**src/rtl/fetch_sequencer_if.sv**
```systemverilog
// Handshake/bus bundle between the fetch sequencer and its controller.
interface fetch_sequencer_if #(
  parameter int PC_W = 8
);
  logic            start_i;
  logic [PC_W-1:0] start_addr_i;
  logic            halt_i;
  logic            stall_i;
  logic            jump_i;
  logic            jump_rel_i;
  logic [PC_W-1:0] target_i;
  logic            call_i;
  logic            ret_i;
  logic [PC_W-1:0] pc_o;
  logic            valid_o;
  logic            halted_o;
  logic            stack_empty_o;
  logic            stack_full_o;
  logic            err_o;

  modport master (
    output start_i, start_addr_i, halt_i, stall_i, jump_i, jump_rel_i,
           target_i, call_i, ret_i,
    input  pc_o, valid_o, halted_o, stack_empty_o, stack_full_o, err_o
  );

  modport slave (
    input  start_i, start_addr_i, halt_i, stall_i, jump_i, jump_rel_i,
           target_i, call_i, ret_i,
    output pc_o, valid_o, halted_o, stack_empty_o, stack_full_o, err_o
  );
endinterface

```
**src/rtl/fetch_sequencer.sv**
```systemverilog
// Program-counter sequencer (IDLE/RUN/HALT) with optional return-address stack.
// Stack, call/return and the stack flags are built only when FETCH_RET_STACK_EN is defined.
module fetch_sequencer #(
  parameter int PC_W        = 8,
  parameter int STACK_DEPTH = 4
) (
  input  logic               clk,
  input  logic               rst_i,
  fetch_sequencer_if.slave   bus
);

  typedef enum logic [1:0] {IDLE, RUN, HALT} state_t;

  state_t          state_q, state_d;
  logic [PC_W-1:0] pc_q, pc_d;
  logic            valid_q, valid_d;
  logic [PC_W-1:0] pc_inc;

  assign pc_inc = pc_q + PC_W'(1);

`ifdef FETCH_RET_STACK_EN
  localparam int SP_W  = $clog2(STACK_DEPTH + 1);
  localparam int IDX_W = (STACK_DEPTH > 1) ? $clog2(STACK_DEPTH) : 1;
  localparam logic [SP_W-1:0] FULL_CNT = SP_W'(STACK_DEPTH);

  logic [PC_W-1:0]  stack_mem [STACK_DEPTH];
  logic [SP_W-1:0]  sp_q, sp_d, sp_dec;
  logic [IDX_W-1:0] push_idx, top_idx;
  logic             err_q, err_d;
  logic             empty_q, full_q;
  logic             push;

  assign sp_dec   = sp_q - SP_W'(1);
  assign push_idx = sp_q[IDX_W-1:0];
  assign top_idx  = sp_dec[IDX_W-1:0];
`else
  logic unused_ret;
  assign unused_ret = bus.ret_i;
`endif

  always_comb begin
    state_d = state_q;
    pc_d    = pc_q;
    valid_d = valid_q;
`ifdef FETCH_RET_STACK_EN
    sp_d    = sp_q;
    err_d   = err_q;
    push    = 1'b0;
`endif
    if (bus.start_i) begin
      state_d = RUN;
      pc_d    = bus.start_addr_i;
      valid_d = 1'b1;
`ifdef FETCH_RET_STACK_EN
      sp_d    = '0;
      err_d   = 1'b0;
`endif
    end else if (state_q == RUN) begin
      if (bus.halt_i) begin
        state_d = HALT;
        valid_d = 1'b0;
      end else if (bus.stall_i) begin
        valid_d = 1'b0;
      end else begin
        valid_d = 1'b1;
`ifdef FETCH_RET_STACK_EN
        if (bus.ret_i) begin
          // Popping an empty stack falls back to sequential fetch.
          if (sp_q == '0) begin
            pc_d  = pc_inc;
            err_d = 1'b1;
          end else begin
            pc_d = stack_mem[top_idx];
            sp_d = sp_dec;
          end
        end else if (bus.call_i) begin
          pc_d = bus.target_i;
          if (sp_q == FULL_CNT) begin
            err_d = 1'b1;
          end else begin
            push = 1'b1;
            sp_d = sp_q + SP_W'(1);
          end
        end else
`else
        if (bus.call_i) begin
          pc_d = bus.target_i;
        end else
`endif
        if (bus.jump_i) begin
          // Same-width add gives sign-extended offset arithmetic modulo 2^PC_W.
          pc_d = bus.jump_rel_i ? (pc_q + bus.target_i) : bus.target_i;
        end else begin
          pc_d = pc_inc;
        end
      end
    end
  end

  always_ff @(posedge clk or posedge rst_i) begin
    if (rst_i) begin
      state_q <= IDLE;
      pc_q    <= '0;
      valid_q <= 1'b0;
`ifdef FETCH_RET_STACK_EN
      sp_q    <= '0;
      err_q   <= 1'b0;
      empty_q <= 1'b1;
      full_q  <= 1'b0;
`endif
    end else begin
      state_q <= state_d;
      pc_q    <= pc_d;
      valid_q <= valid_d;
`ifdef FETCH_RET_STACK_EN
      sp_q    <= sp_d;
      err_q   <= err_d;
      empty_q <= (sp_d == '0);
      full_q  <= (sp_d == FULL_CNT);
`endif
    end
  end

`ifdef FETCH_RET_STACK_EN
  // Contents are don't-care once sp is reset, so the storage carries no reset.
  always_ff @(posedge clk) begin
    if (push) begin
      stack_mem[push_idx] <= pc_inc;
    end
  end

  assign bus.stack_empty_o = empty_q;
  assign bus.stack_full_o  = full_q;
  assign bus.err_o         = err_q;
`else
  assign bus.stack_empty_o = 1'b1;
  assign bus.stack_full_o  = 1'b0;
  assign bus.err_o         = 1'b0;
`endif

  assign bus.pc_o     = pc_q;
  assign bus.valid_o  = valid_q;
  assign bus.halted_o = (state_q == HALT);

endmodule
```
**src/flat_wrapper.sv**
```systemverilog
// flat-port wrapper written by rule: the top's interface ports become plain ports
module fetch_sequencer_flat 
#(
  parameter int PC_W        = 8,
  parameter int STACK_DEPTH = 4
)
  (clk, rst_i, bus_start_i, bus_start_addr_i, bus_halt_i, bus_stall_i, bus_jump_i, bus_jump_rel_i, bus_target_i, bus_call_i, bus_ret_i, bus_pc_o, bus_valid_o, bus_halted_o, bus_stack_empty_o, bus_stack_full_o, bus_err_o);
  fetch_sequencer_if #(.PC_W(PC_W)) bus_i ();
  input  logic clk;
  input  logic rst_i;
  input wire logic [$bits(bus_i.start_i)-1:0] bus_start_i;
  input wire logic [$bits(bus_i.start_addr_i)-1:0] bus_start_addr_i;
  input wire logic [$bits(bus_i.halt_i)-1:0] bus_halt_i;
  input wire logic [$bits(bus_i.stall_i)-1:0] bus_stall_i;
  input wire logic [$bits(bus_i.jump_i)-1:0] bus_jump_i;
  input wire logic [$bits(bus_i.jump_rel_i)-1:0] bus_jump_rel_i;
  input wire logic [$bits(bus_i.target_i)-1:0] bus_target_i;
  input wire logic [$bits(bus_i.call_i)-1:0] bus_call_i;
  input wire logic [$bits(bus_i.ret_i)-1:0] bus_ret_i;
  output wire logic [$bits(bus_i.pc_o)-1:0] bus_pc_o;
  output wire logic [$bits(bus_i.valid_o)-1:0] bus_valid_o;
  output wire logic [$bits(bus_i.halted_o)-1:0] bus_halted_o;
  output wire logic [$bits(bus_i.stack_empty_o)-1:0] bus_stack_empty_o;
  output wire logic [$bits(bus_i.stack_full_o)-1:0] bus_stack_full_o;
  output wire logic [$bits(bus_i.err_o)-1:0] bus_err_o;
  assign bus_i.start_i = bus_start_i;
  assign bus_i.start_addr_i = bus_start_addr_i;
  assign bus_i.halt_i = bus_halt_i;
  assign bus_i.stall_i = bus_stall_i;
  assign bus_i.jump_i = bus_jump_i;
  assign bus_i.jump_rel_i = bus_jump_rel_i;
  assign bus_i.target_i = bus_target_i;
  assign bus_i.call_i = bus_call_i;
  assign bus_i.ret_i = bus_ret_i;
  assign bus_pc_o = bus_i.pc_o;
  assign bus_valid_o = bus_i.valid_o;
  assign bus_halted_o = bus_i.halted_o;
  assign bus_stack_empty_o = bus_i.stack_empty_o;
  assign bus_stack_full_o = bus_i.stack_full_o;
  assign bus_err_o = bus_i.err_o;
  fetch_sequencer #(.PC_W(PC_W), .STACK_DEPTH(STACK_DEPTH)) u_core (.clk(clk), .rst_i(rst_i), .bus(bus_i));
endmodule
```
**config.mk**
```make
export PLATFORM = sky130hd
export DESIGN_NAME = fetch_sequencer_flat
export DESIGN_NICKNAME = d
export VERILOG_FILES = /design/src/rtl/fetch_sequencer_if.sv /design/src/rtl/fetch_sequencer.sv /design/src/flat_wrapper.sv
export SDC_FILE = /design/constraint.sdc
export NUM_CORES = 1
export LEC_CHECK = 0
export BUFFER_PORTS_ARGS = -buffer_cell sky130_fd_sc_hd__buf_2
export CORE_MARGIN = 2
export CORE_UTILIZATION = 46
export CTS_CLUSTER_DIAMETER = 150
export DETAILED_ROUTE_END_ITERATION = 16
export GPL_TIMING_DRIVEN = 0
export PLACE_DENSITY = 0.74
export SYNTH_ARGS = -nofsm -noshare
export SYNTH_HDL_FRONTEND = slang
export SYNTH_SLANG_ARGS = --single-unit
```
**constraint.sdc**
```tcl
create_clock -name clk -period 1.8 [get_ports clk]
set_input_delay 0.09 -clock clk [delete_from_list [all_inputs] [get_ports clk]]
set_output_delay 0.09 -clock clk [all_outputs]
set_load 0.005 [all_outputs]
```
### Word level (Yosys, flattened, before mapping)

Index checks and enable logic that the tools add are counted.

| cells by class | value |
|---|---|
| add/subtract/negate cells | 2 |
| eq/ne operators | 4 |
| multiplexer cells | 14 |
| reductions and logical operators | 4 |

Operators by type and width:

| operator | count |
|---|---|
| $mux W8 | 7 |
| $add A8 B1 Y8 const B | 1 |
| $add A8 B8 Y8 | 1 |
| $mux W2 | 3 |
| $mux W1 | 4 |
| $ne A2 B2 Y1 const B | 2 |
| $reduce_bool A2 Y1 | 2 |
| $reduce_and A3 Y1 | 1 |
| $eq A2 B1 Y1 const B | 1 |
| $eq A2 B2 Y1 const B | 1 |
| $reduce_and A2 Y1 | 1 |

| word-level totals | value |
|---|---|
| register bits | 11 |
| bits of input ports | 25 |
| output and inout bits | 13 |
| word-level logic and storage cells | 27 |

### Longest topological paths before layout

Gate-level depths: netlist of run 1.

| logic depth | value |
|---|---|
| depth after elaboration | 8 |
| mapped depth | 8 |
| gate-level depth less buffers | 8 |

### Worst setup path after synthesis of run 1

No wires, ideal clock.

| timing | value |
|---|---|
| path kind | register to register |
| start | register u_core.pc_q[0] (netlist: u_core.bus.pc_o[0]) |
| end | register u_core.pc_q[6] (netlist: u_core.bus.pc_o[6]) |
| setup time | 0.135 ns |
| arrival time | 1.825 ns |
| data required time | 1.665 ns |
| setup slack | -0.159 ns |
| cell stages (with the launch flop) | 9 |
| path buffers | 0 |
| path through | dfrtp_1 ha_1 inv_1 fa_1 nor2b_1 o31a_1 mux2i_1 a2111oi_0 o31ai_1 |

| on the way | value |
|---|---|
| longest elaborated chain between the ends | 8 |
| elaborated cells on any way between the ends | 9 |
| those cells by class | add/sub: 2; mux: 7 |

RTL lines:

| element | line | text |
|---|---|---|
| from (decl) | fetch_sequencer.sv:15 | `logic [PC_W-1:0] pc_q, pc_d;` |
| from (signal assigned) | fetch_sequencer.sv:113 | `pc_q <= pc_d;` |
| $add A8 B8 Y8 | fetch_sequencer.sv:92 | `pc_d = bus.jump_rel_i ? (pc_q + bus.target_i) : bus.target_i;` |
| $mux W8 | fetch_sequencer.sv:92 |  |
| $mux W8 (*) | fetch_sequencer.sv:90 | `if (bus.jump_i) begin` |
| $mux W8 (*) | fetch_sequencer.sv:86 | `if (bus.call_i) begin` |
| $mux W8 (*) | fetch_sequencer.sv:62 | `end else if (bus.stall_i) begin` |
| $mux W8 (*) | fetch_sequencer.sv:59 | `if (bus.halt_i) begin` |
| $mux W8 (*) | fetch_sequencer.sv:58 | `end else if (state_q == RUN) begin` |
| $mux W8 (*) | fetch_sequencer.sv:50 | `if (bus.start_i) begin` |

Mark *: on every way between the ends. The rest lies on a longest branch, timed or not. The select of a mux whose other input is x is not followed.
A chain may end at the register's enable or synchronous reset.

### Worst setup path in the final report of run 1

Ends and elaborated chain as after synthesis.

==> results of run 1 <==
-- per-stage QoR --
step	hold slack, ps	worst slack, ps	setup TNS (ps)	utilization (%)	instance area, um2
6_report	39.8	-92.0	-227	64.1	1620
5_1_grt	35.9	-208	-700	64.1	1620
4_1_cts	32.3	-83.6	-203	64.1	1620
3_5_place_dp	103	-499	-968	59.2	1490
3_3_place_gp	92.0	-439	-765	59.2	1490
2_1_floorplan	-57.6	-74.9	-74.9	-	1290
-- power by group through the flow --
stage               logic, mW  registers (mW)  clock network, mW
floorplan               0.274           0.318                  0
global placement        0.380           0.326                  0
detailed placement      0.392           0.328                  0
CTS                     0.444           0.323              0.167
global route            0.493           0.329              0.179
finish                  0.447           0.323              0.163
-- critical path: cells and delay by family, from the launching register on --
family,cells,cell delay (ps)
compound gates,3,710
flops,1,430
fa+ha+maj,2,380
mux,1,140
buf+inv,1,50
simple gates,1,50
-- layout make-up --
class	count	share of cell area, %
multi-input combinational	135	62.3
inverter	5	1.16
buffer	9	3.56
sequential	11	17.2
clock buffer	4	1.62
timing repair buffer	36	11.8
tap	30	2.32
-- cells in the final DEF, fill, tap and decap left out, drive strengths merged, types with 6 or more instances in the layout --
| cell | Yosys | final |
|---|---|---|
| xor2 | 6 | 6 |
| nand3 | 7 | 7 |
| ha | 8 | 8 |
| nor2 | 16 | 16 |
| clkbuf | 5 | 8 |
| o21ai | 11 | 11 |
| buf | 5 | 40 |
| nor2b | 6 | 6 |
| a21oi | 14 | 14 |
| nand2 | 12 | 12 |
| dfrtp | 11 | 11 |
-- logic make-up after synthesis --
family | share of synthesized area, %
compound gates | 26.5
xor+xnor | 5.59
fa+ha+maj | 9.58
buf+inv | 6.39
flops | 22.0
mux | 3.99
other cells | 0.599
simple gates | 25.3
-- flip-flops by register name, indices dropped and copies added, names as in the netlist --
| register | flops |
|---|---|
| u_core.bus.valid_o | 1 |
| u_core.state_q | 2 |
| u_core.bus.pc_o | 8 |
-- routing by layer --
metal,vias to the layer above,GRT usage [%],share of wire [%]
met5,-,0,0
met2,44,38.8,49
met3,2,1.40,5.8
met4,0,5.10,0.72
met1,621,31.3,44
li1,665,-,-
-- worst max-delay path by stage --
stage | endpoint | start | slack [ps] | cells after the start
global route | u_core.bus.pc_o[6] | u_core.bus.pc_o[0] | -210 | 8
floorplan | u_core.bus.pc_o[6] | u_core.bus.pc_o[0] | -70 | 8
finish | u_core.bus.pc_o[6] | u_core.bus.pc_o[0] | -90 | 8
global placement | u_core.bus.pc_o[6] | u_core.bus.pc_o[1] | -440 | 7
CTS | u_core.bus.pc_o[6] | u_core.bus.pc_o[0] | -80 | 8
detailed placement | u_core.bus.pc_o[6] | u_core.bus.pc_o[1] | -500 | 7
-- what timing repair did --
action | 4_1_cts | 5_1_grt
gates resized for setup | 14 | 0
hold endpoints to repair | 11 | 0
hold buffers | 1 | 0
buffers inserted | 2 | 0
endpoints found under the setup margin | 5 | 5
pin swaps | 8 | 0
==> results.md, run 1 <==
Synthesis:
- The total number of yosys warnings is 0.
- The post-synthesis average cell area is between 7 and 8 um2.
- In this run the cell area of the synthesized design comes to around 1300 um2.
- In the synthesized netlist, the cells that appear most often are nor2_1 (15), a21oi_1 (14), nand2_1 (12).
- The share of the synthesized area in the top cell type is roughly 22%.
- In this run, synthesis produced a sequential element count of 11.
- The number of enable flip-flop cells after synthesis is 0.
- For this run, the leading register cell type out of synthesis is dfrtp_1.
- The leading cell type by number of instances after synthesis is nor2_1.
- The count of different cell masters after synthesis is between 40 and 50.
- By area the synthesized netlist is led by dfrtp_1 (22%), ha_1 (8.0%), a21oi_1 (5.6%).
- Sequential elements use 22.0% of the synthesized area.
- dfrtp_1 takes more of the synthesized area than any other cell.
- After technology mapping, the gate count stands at 160.
- The share of flip-flops with an asynchronous set or reset after synthesis is 100%.

Timing:
- Setup violations remaining at the end of the flow were counted as 5.
- The actual transition at the worst max-transition pin is around 530 ps.
- The largest clock skew in the final design is 5.29 ps.
- Setup repair after global routing could not meet its margin everywhere.
- The final critical path takes up 105% of the cycle.
- The number of slew-limit violations in the final report is 0.
- The hold violation count in the final report is 0.
- The normalized max-slew margin is 64.4%.
- For this run, the top clock speed supported by timing is about 530 MHz.
- Once routing completed, OpenROAD measured the worst setup slack at -92.0 ps.
- The shortest clock period the worst path allows after layout is roughly 1900 ps.

Die:
- The total area inside the core boundary comes to roughly 2500 um2.
- For this design the top-level I/O count stands at 38.
- The die boundary height is about 56 um.
- Once the floorplan was initialized, standard cells occupied between 40% and 50% of the core.
- The area enclosed by the die boundary is 3160 um2.
- The width of the chip is 56.2 um.
- The number of cell rows is 18.

Hold path:
- The beginning of the worst hold path is bus_start_addr_i[1].
- The cell count of the worst hold path is 2.
- The min-delay analysis places its worst path in the category in2reg.
- The capture endpoint of the worst hold path is u_core.bus.pc_o[1].

Route:
- The routed length per instance is ~15 um.
- The violation count after the first detailed-route iteration is 46.
- Dividing the detail-routed via count by the number of cells gives ~5.8.
- The number of nets with antenna violations after routing is 0.
- In the routed design, unresolved DRC markers number 0.
- The final route contains approximately 1300 vias.
- Before antenna repair, the detailed router went through 4 iterations.
- For this block, the routed nets add up to ~3500 um of wire.

Critical path:
- The critical path class is reg2reg.
- In this run the worst path has a maximum fanout of 3.
- The worst path required time is a little under 2000 ps.
- STA puts the critical path data arrival time at 2020 ps.
- The signal on the critical path passes through ha_4 -> inv_2 -> fa_2 -> nor2b_2 -> o31a_1 -> mux2i_1 -> a2111oi_2 -> o31ai_1.
- The setup slack on the worst flop-to-flop path is -90 ps.
- The category of the worst setup path capture point is a flop.
- The depth of the most critical reg-to-reg path is 8.
- The endpoint identified for the worst register-to-register timing path is u_core.bus.pc_o[6].
- The startpoint type of the worst setup path is a flop.
- The peak per-stage delay on the critical path is 430 ps.
- The cell with the largest stage delay on the worst path is dfrtp_2.
- The startpoint identified for the worst register-to-register timing path is u_core.bus.pc_o[0].

Power:
- The analysis attributes to cell leakage a power of around 0.71 nW.
- For this design the ratio of total power to cell area is 577 nW/um2.
- The fraction of power spent switching nets is ~38%.
- The cell internal power dissipation is 580 uW.
- The overall power consumption is just over 900 uW.
- Of the total power, registers draw 34.6%.
- Summed over all nets, the switching power comes to approximately 350 uW.
- The clock network accounts for 17.5% of the total power.
- Combinational cells account for 47.9% of the total power.
- VDD sags by at most just over 0.5 mV.

Clocking:
- The total CTS buffers is 3.
- The TritonCTS clock tree is yes.
- The clock passes through at most 2 buffers.
- The clock tree root driver cell is clkbuf_4.
- At the later pin of the worst-skew pair, clock insertion delay measures roughly 260 ps.
- After clock tree synthesis, the clock-pin slew on the worst setup and hold paths is 70 ps.
- Clock tree synthesis found a total of 11 sinks.
- In this run the number of H-tree levels came out at 1.

Global route:
- The largest net degree at the start of global routing is 12.
- The global-route congestion overflow total is 0.
- The initial antenna violation count is 0.
- The first-pass GRT wire length is between 5000 and 6000 um.
- The number of global-route vias before repair came to roughly 1300.
- The total routing resource utilization after global routing is between 20% and 30%.

Layout:
- The area occupied by multi-input gates is 1010 um2.
- The register area is about 280 um2.
- The number of nets in the layout is 235.
- The repair_antennas step left the layout with diodes totalling 0.
- The fraction of layout instances using a drive strength above 1 is about a third.
- The finished layout holds 230 standard cells, fillers aside.
- Relative to the synthesized area, the layout overhead comes to 29.0%.
- Fill cells in the final layout number approximately 230.

Outcome:
- The checks that failed: negative setup slack.
- The run finished, with violations left.

Placed design:
- The number of placed cells counting well taps is 224.
- The count of buffers added on input and output ports is 33.
- Detailed placement ended at an HPWL of ~2700 um.
- The routability congestion estimate from global placement is between 0.9 and 1.

Flow run:
- The total of max-cap violations is 0.
No activity file was read; power rests on OpenSTA's default activity.
==> run 2: changes to the inputs <==
==> constraint.sdc (replaced) <==
create_clock -name clk -period 1.6 [get_ports clk]
set_input_delay 0.08 -clock clk [delete_from_list [all_inputs] [get_ports clk]]
set_output_delay 0.08 -clock clk [all_outputs]
set_load 0.005 [all_outputs]
==> results.md, run 2 (synthesized netlist as in run 1, its figures left out) <==
Critical path:
- The launching element of the worst setup path is u_core.bus.pc_o[0] (unchanged).
- The setup slack on the worst flop-to-flop path was -320 ps (was -90 ps).
- The critical path class is reg2reg (unchanged).
- The capture instance of the worst register-to-register path is u_core.bus.pc_o[7] (was u_core.bus.pc_o[6]).
- The capture point of the worst path is u_core.bus.pc_o[7] (was u_core.bus.pc_o[6]).
- The depth of the most critical reg-to-reg path is 7 (was 8).
- The startpoint of the worst-slack reg-to-reg timing path is u_core.bus.pc_o[0] (unchanged).
- The largest fanout on the critical path came to 2 (was 3).
- The startpoint type of the worst setup path is a flop (unchanged).
- The worst path required time is 1760 ps (was 1930 ps).
- The arrival time reported for the critical path endpoint is 2080 ps (was 2020 ps).
- The category of the worst setup path capture point is a flop (unchanged).

Global route:
- The global-route congestion overflow total is 0 (unchanged).
- The number of global-route vias before repair is 1330 (was 1328).
- The largest net degree at the start of global routing is 12 (unchanged).
- The total routing resource utilization after global routing is 23.8% (was 22.7%).
- The initial antenna violation count came to 0 (unchanged).
- The first-pass GRT wire length is 6110 um (was 5890 um).

Route:
- The number of remaining DRC errors came to 0 (unchanged).
- The routed length per instance is 15.3 um (was 15.1 um).
- The number of nets with antenna violations after routing was 0 (unchanged).
- The ratio of routed vias to standard cells came to 6.01 (was 5.79).
- The count of TritonRoute iterations in the first routing pass is 4 (unchanged).
- The sum of routed wire length over all layers is 3630 um (was 3470 um).
- The violation count after the first detailed-route iteration is 35 (was 46).
- The number of vias after detailed routing was 1430 (was 1332).

Placed design:
- The count of input and output buffers is 33 (unchanged).
- The post-place instance area came to 1530 um2 (was 1490 um2).
- The routability congestion estimate from global placement was 0.861 (was 0.917).
- The half-perimeter wire length of the detailed placement result is 2690 um (was 2710 um).
- The worst slack at placement is -577 ps (was -499 ps).

Outcome:
- Run status: finished, violations left (unchanged).
- Violations in the final reports: negative setup slack (unchanged).

Layout:
- The number of flip-flops under the largest register name is 8 (unchanged).
- The final design instance area without fill is 1700 um2 (was 1620 um2).
- The register area was 283 um2 (was 279 um2).
- The number of filler cells placed in the layout is 230 (was 234).
- The total inserted antenna cells was 0 (unchanged).
- Most frequent cells in the layout: buf_2 (34), nor2_1 (15), nand2_1 (12) (was buf_2 (34), nor2_1 (15), nand2_1 (12), a21oi_1 (12)).
- The area growth from synthesis to layout came to 35.2% (was 29.0%).
- The area occupied by multi-input gates is 1010 um2 (about the same).
- The fraction of layout instances using a drive strength above 1 is 36.5% (was 31.5%).
- The number of nets in the layout is 243 (was 235).
- The most common cell after layout, fill and taps aside is buf_2 (unchanged).
- The utilization of the core after routing came to 67.2% (was 64.1%).

Timing:
- The hold violation count in the final report was 0 (unchanged).
- The setup-violating endpoint count in the final report is 7 (was 5).
- RSZ-0062 raised after global routing: true (unchanged).
- The largest clock skew in the final design came to 1.78 ps (was 5.29 ps).
- The timing-limited maximum frequency is 522 MHz (was 529 MHz).
- The shortest clock period the worst path allows after layout is 1920 ps (was 1890 ps).
- The post-route clock period utilization came to 120% (was 105%).
- The number of slew-limit violations in the final report is 0 (unchanged).
- The smallest setup slack after layout is -316 ps (was -92.0 ps).
- The normalized max-slew margin is 65.8% (was 64.4%).
- The actual transition at the worst max-transition pin is 511 ps (was 534 ps).
- The worst hold slack came to 9.36 ps (was 39.8 ps).

Die:
- The width of the chip came to 56.2 um (unchanged).
- The number of cell rows is 18 (unchanged).
- The core region area is 2520 um2 (unchanged).
- The area enclosed by the die boundary is 3160 um2 (unchanged).
- The count of boundary I/O pins was 38 (unchanged).
- The die boundary height was 56.2 um (unchanged).
- The effective utilization at floorplan is 49.7% (unchanged).

Hold path:
- The cell count of the worst hold path is 3 (was 2).
- The type of the worst min-delay path is in2reg (unchanged).

Clocking:
- The clock tree root driver cell is clkbuf_4 (unchanged).
- The clock latency on the worst-skew pair came to 270 ps (was 260 ps).
- The clock tree buffer depth was 2 (unchanged).
- The TritonCTS clock tree is yes (unchanged).
- The post-CTS clock slew at the launch and capture registers of the worst setup and hold paths was 70 ps (about the same).
- The clock sink total is 11 (unchanged).
- The total CTS buffers is 3 (unchanged).
- The maximum level of the CTS H-tree is 1 (unchanged).

Power:
- The reported leakage power is 0.748 nW (was 0.707 nW).
- The power density relative to cell area is 659 nW/um2 (was 577 nW/um2).
- The worst IR drop on VDD was 0.655 mV (was 0.515 mV).
- The overall power consumption came to 1.12 mW (was 933 uW).

Flow run:
- The total of max-cap violations is 0 (unchanged).
-- run 2: changes by cell type in the layout (fill, tap and decap cells not counted), moves of 2 or more --
| cell | delta |
|---|---|
| a21oi_1 | -2 |
| buf_4 | +6 |
| dfrtp_1 | -3 |
| dfrtp_2 | +3 |
-- run 2: what timing repair did --
| item | in CTS | in global routing |
|---|---|---|
| setup endpoints to repair | 8 | 7 |
| cloned | 0 | 0 |
| gates resized for setup | 9 | 7 |
| hold buffers | 1 | 0 |
| endpoints found under the hold margin | 11 | 0 |
| buffers inserted | 5 | 4 |
| pin swaps | 8 | 3 |
-- run 2: area by class of cell --
class	count	share of cell area, %
plain buffers	10	4.21
repair buffers	43	14.5
multi-input cells	135	59.7
inverters	5	1.11
well taps	30	2.21
flip-flops and latches	11	16.7
clock buffers	4	1.55
-- run 2: metrics by stage --
stage,instances,setup TNS (ps)
after floorplan,161,-440
after global placement,224,-1620
after detailed placement,224,-1690
after CTS,234,-1320
after global routing,238,-2080
final,238,-1570
-- run 2: layer usage --
metal | global-route usage (%) | share of wire [%] | vias up
met2 | 40.8 | 51 | 48
met4 | 5.78 | 1.7 | 0
met5 | 0 | 0 | -
li1 | - | - | 681
met3 | 4.42 | 6.0 | 9
met1 | 30.7 | 42 | 692
-- run 2: worst min path at each step --
stage                        startpoint                  to  slack [ps]
finish              bus_start_addr_i[6]  u_core.bus.pc_o[6]           9
global placement                  rst_i  u_core.bus.pc_o[3]          80
floorplan                         rst_i  u_core.bus.pc_o[3]         -70
detailed placement                rst_i  u_core.bus.pc_o[3]          90
global route        bus_start_addr_i[1]  u_core.bus.pc_o[1]          20
CTS                 bus_start_addr_i[6]  u_core.bus.pc_o[6]           7
-- run 2: critical path, cell delays in order (launching register included) --
cell and delay, ps:
dfrtp_2 440, ha_4 170, buf_4 130, a211o_1 320, a21oi_4 180, a21oi_2 90
mux2i_1 150, o41ai_1 320
-- run 2: power breakdown --
group / internal, mW / total (mW) / switching [mW]
clock network: 0.0966 / 0.195 / 0.0981
logic: 0.281 / 0.563 / 0.282
registers: 0.310 / 0.359 / 0.0490
total: 0.688 / 1.12 / 0.429
==> run 3: changes to the inputs <==
--- a/config.mk
+++ b/config.mk
@@ -5,12 +5,12 @@
 export SDC_FILE = /design/constraint.sdc
 export NUM_CORES = 1
 export LEC_CHECK = 0
+export ABC_AREA = 1
 export BUFFER_PORTS_ARGS = -buffer_cell sky130_fd_sc_hd__buf_2
 export CORE_MARGIN = 2
 export CORE_UTILIZATION = 46
 export CTS_CLUSTER_DIAMETER = 150
 export DETAILED_ROUTE_END_ITERATION = 16
-export GPL_TIMING_DRIVEN = 0
 export PLACE_DENSITY = 0.74
 export SYNTH_ARGS = -nofsm -noshare
 export SYNTH_HDL_FRONTEND = slang
==> results.md, run 3 <==
Timing:
- The post-route clock period utilization is 112% (was 120%).
- The setup-violating endpoint count in the final report is 5 (was 7).
- The hold violation count in the final report came to 0 (unchanged).
- The largest clock skew in the final design is 3.78 ps (was 1.78 ps).
- The sum of negative setup slack is -643 ps (was -1570 ps).
- The smallest setup slack after layout is -197 ps (was -316 ps).
- RSZ-0062 raised after global routing: true (unchanged).
- The timing-limited maximum frequency is 556 MHz (was 522 MHz).
- The worst hold slack is 48.2 ps (was 9.36 ps).
- The number of slew-limit violations in the final report is 0 (unchanged).
- The shortest clock period the worst path allows after layout is 1800 ps (was 1920 ps).

Route:
- The number of vias after detailed routing came to 1384 (was 1430).
- The sum of routed wire length over all layers is 3230 um (was 3630 um).
- The count of TritonRoute iterations in the first routing pass is 4 (unchanged).
- The number of nets with antenna violations after routing is 0 (unchanged).
- The ratio of routed vias to standard cells was 4.96 (was 6.01).
- The number of remaining DRC errors came to 0 (unchanged).
- The routed length per instance is 11.6 um (was 15.3 um).
- The violation count after the first detailed-route iteration is 41 (was 35).

Power:
- The reported leakage power was 0.883 nW (was 0.748 nW).
- The overall power consumption was 1.20 mW (was 1.12 mW).
- The power density relative to cell area was 746 nW/um2 (was 659 nW/um2).
- The worst IR drop on VDD is 0.602 mV (was 0.655 mV).

Global route:
- The global-route congestion overflow total came to 0 (unchanged).
- The initial antenna violation count is 0 (unchanged).
- The largest net degree at the start of global routing came to 12 (unchanged).
- The first-pass GRT wire length is 5470 um (was 6110 um).
- The number of global-route vias before repair is 1247 (was 1330).
- The total routing resource utilization after global routing is 21.7% (was 23.8%).

Critical path:
- The cell with the largest stage delay on the worst path is dfrtp_1 (was dfrtp_2).
- The startpoint of the worst-slack reg-to-reg timing path is u_core.bus.pc_o[0] (unchanged).
- The cell that appears most often on the critical path is nand2_1.
- The depth of the most critical reg-to-reg path is 14 (was 7).
- The arrival time reported for the critical path endpoint was 2010 ps (was 2080 ps).
- The largest fanout on the critical path is 2 (unchanged).
- The capture instance of the worst register-to-register path was u_core.bus.pc_o[4] (was u_core.bus.pc_o[7]).
- The setup slack on the worst flop-to-flop path is -200 ps (was -320 ps).
- The startpoint type of the worst setup path is a flop (unchanged).
- The worst path required time was 1810 ps (was 1760 ps).
- The critical path class is reg2reg (unchanged).
- The category of the worst setup path capture point is a flop (unchanged).
- Critical path, cell by cell: ha_2 -> inv_2 -> fa_2 -> inv_2 -> nand2_1 -> nand2_1 -> nand2_1 -> xnor2_1 -> nor2_1 -> o21bai_1 -> nand2_1 -> nand2_1 -> nand2_1 -> nand2_1 (was ha_4 -> buf_4 -> a211o_1 -> a21oi_4 -> a21oi_2 -> mux2i_1 -> o41ai_1).
- The peak per-stage delay on the critical path was 350 ps (was 440 ps).

Layout:
- The area growth from synthesis to layout was 29.5% (was 35.2%).
- The final design instance area without fill is 1610 um2 (was 1700 um2).
- The number of flip-flops under the largest register name is 8 (unchanged).
- The number of nets in the layout is 284 (was 243).
- The utilization of the core after routing is 64.0% (was 67.2%).
- The number of filler cells placed in the layout is 252 (was 230).
- The register area came to 275 um2 (was 283 um2).
- The area occupied by multi-input gates was 878 um2 (was 1010 um2).
- The number of standard cells in the layout, taps in and fillers out is 279 (was 238).
- The most common cell after layout, fill and taps aside is nand2_1 (was buf_2).
- Most frequent cells in the layout: nand2_1 (62), buf_2 (33), nor2_1 (23) (was buf_2 (34), nor2_1 (15), nand2_1 (12)).
- The fraction of layout instances using a drive strength above 1 is 28.1% (was 36.5%).
- The total inserted antenna cells was 0 (unchanged).

Clocking:
- The post-CTS clock slew at the launch and capture registers of the worst setup and hold paths is 80 ps (was 70 ps).
- The clock sink total is 11 (unchanged).
- The TritonCTS clock tree was yes (unchanged).
- The maximum level of the CTS H-tree is 1 (unchanged).
- The clock tree buffer depth is 2 (unchanged).
- The clock tree root driver cell is clkbuf_4 (unchanged).
- The clock latency on the worst-skew pair is 270 ps (about the same).
- The total CTS buffers is 3 (unchanged).

Die:
- The area enclosed by the die boundary is 3140 um2 (was 3160 um2).
- The die boundary height is 56.1 um (was 56.2 um).
- The effective utilization at floorplan is 49.4% (was 49.7%).
- The number of cell rows is 18 (unchanged).
- The width of the chip is 56.1 um (was 56.2 um).
- The core region area is 2520 um2 (unchanged).
- The count of boundary I/O pins came to 38 (unchanged).

Placed design:
- The half-perimeter wire length of the detailed placement result was 2580 um (was 2690 um).
- The post-place instance area is 1540 um2 (was 1530 um2).
- The routability congestion estimate from global placement is 0.805 (was 0.861).
- The number of placed cells counting well taps is 273 (was 224).
- The worst slack at placement is -154 ps (was -577 ps).
- The count of input and output buffers came to 33 (unchanged).

Synthesis:
- The post-synthesis average cell area was 6.14 um2 (was 7.84 um2).
- The most instantiated flip-flop cell in the synthesis netlist is dfrtp_1 (unchanged).
- The biggest area consumer among synthesized cells is dfrtp_1 (unchanged).
- The leading cell type by number of instances after synthesis was nand2_1 (was nor2_1).
- The count of mapped cells out of synthesis is 203 (was 160).
- The sequential area share after synthesis came to 22.1% (was 22.0%).
- The count of different cell masters after synthesis is 28 (was 48).
- Post-synth top cells: nand2_1 (62), inv_1 (23), nor2_1 (23) (was nor2_1 (15), a21oi_1 (14), nand2_1 (12)).
- Most area-consuming cells after synthesis: dfrtp_1 (22%), nand2_1 (19%), ha_1 (8.0%) (was dfrtp_1 (22%), ha_1 (8.0%), a21oi_1 (5.6%)).
- The share of flip-flops with an asynchronous set or reset after synthesis was 100% (unchanged).
- The number of enable flip-flop cells after synthesis is 0 (unchanged).
- The share of the synthesized area in the top cell type is 22.1% (was 22.0%).
- The total number of yosys warnings is 0 (unchanged).
- The cell area after synthesis was 1250 um2 (about the same).
- The number of synthesized register bits is 11 (unchanged).

Hold path:
- The type of the worst min-delay path was in2reg (unchanged).
- The beginning of the worst hold path was bus_start_addr_i[3] (was bus_start_addr_i[6]).
- The capture endpoint of the worst hold path is u_core.bus.pc_o[3] (was u_core.bus.pc_o[6]).
- The cell count of the worst hold path is 3 (unchanged).

Outcome:
- Violations in the final reports: negative setup slack (unchanged).
- Run status: finished, violations left (unchanged).

Flow run:
- The total of max-cap violations is 0 (unchanged).
-- run 3: cell types whose count changed in the layout (fill, tap and decap cells not counted), moves of 5 or more --
cell	delta
inv_2	+6
a21oi_1	+5
inv_1	+17
nor2_1	+8
mux2i_1	-5
dfrtp_2	-6
nor2b_1	-5
dfrtp_1	+6
nand2_1	+50
-- run 3: routing by layer --
| layer | vias up | routed length [um] | track usage (%) |
|---|---|---|---|
| li1 | 737 | - | - |
| met1 | 606 | 1620 | 30.8 |
| met2 | 39 | 1420 | 35.3 |
| met3 | 2 | 169 | 2.09 |
| met4 | 0 | 13 | 5.10 |
| met5 | - | 0 | 0 |
-- run 3: cell type report --
class	count	share of cell area, %
Clock buffer	4	1.63
Sequential cell	11	17.1
Tap cell	30	2.33
Inverter	29	6.74
Timing Repair Buffer	49	17.8
Multi-Input combinational cell	156	54.4
-- run 3: worst max-delay path: cells and delay by family, from the launching register on --
kind,cells,cell delay [ps]
buf+inv,2,100
flops,1,350
fa+ha+maj,2,530
simple gates,8,480
compound gates,1,130
xor+xnor,1,150
-- run 3: cell families (layout without fill, tap and decap cells) --
logic type / after synthesis / in the layout / synth area share [%]
AND/OR/NAND/NOR: 102 / 102 / 34.6
other: 2 / 3 / 0.603
buffers and inverters: 37 / 82 / 12.4
XOR/XNOR: 7 / 7 / 4.92
AO/OA/AOI/OAI: 35 / 35 / 15.7
flip-flops: 11 / 11 / 22.1
adder cells (fa/ha/maj): 9 / 9 / 9.64
-- run 3: worst max-delay path by stage --
| stage | startpoint | slack [ps] | to | cells after the start |
|---|---|---|---|---|
| floorplan | u_core.bus.pc_o[0] | -130 | u_core.bus.pc_o[6] | 15 |
| global placement | u_core.bus.pc_o[0] | -90 | u_core.bus.pc_o[4] | 14 |
| detailed placement | u_core.bus.pc_o[0] | -150 | u_core.bus.pc_o[6] | 15 |
| CTS | u_core.bus.pc_o[0] | -160 | u_core.bus.pc_o[6] | 15 |
| global route | u_core.bus.pc_o[0] | -340 | u_core.bus.pc_o[6] | 15 |
| finish | u_core.bus.pc_o[0] | -200 | u_core.bus.pc_o[4] | 14 |
-- run 3: report_power, final --
| group | internal (mW) | leakage, nW | switching (mW) |
|---|---|---|---|
| clock | 0.0964 | 0.0150 | 0.101 |
| combinational | 0.306 | 0.739 | 0.349 |
| sequential | 0.315 | 0.128 | 0.0374 |
-- run 3: timing repair --
| item | 4_1_cts | 5_1_grt |
|---|---|---|
| hold endpoints to repair | 11 | 0 |
| setup endpoints to repair | 5 | 7 |
| buffers inserted | 0 | 1 |
| pin swaps | 5 | 7 |
| hold buffers | 1 | 0 |
| resized for setup | 2 | 2 |
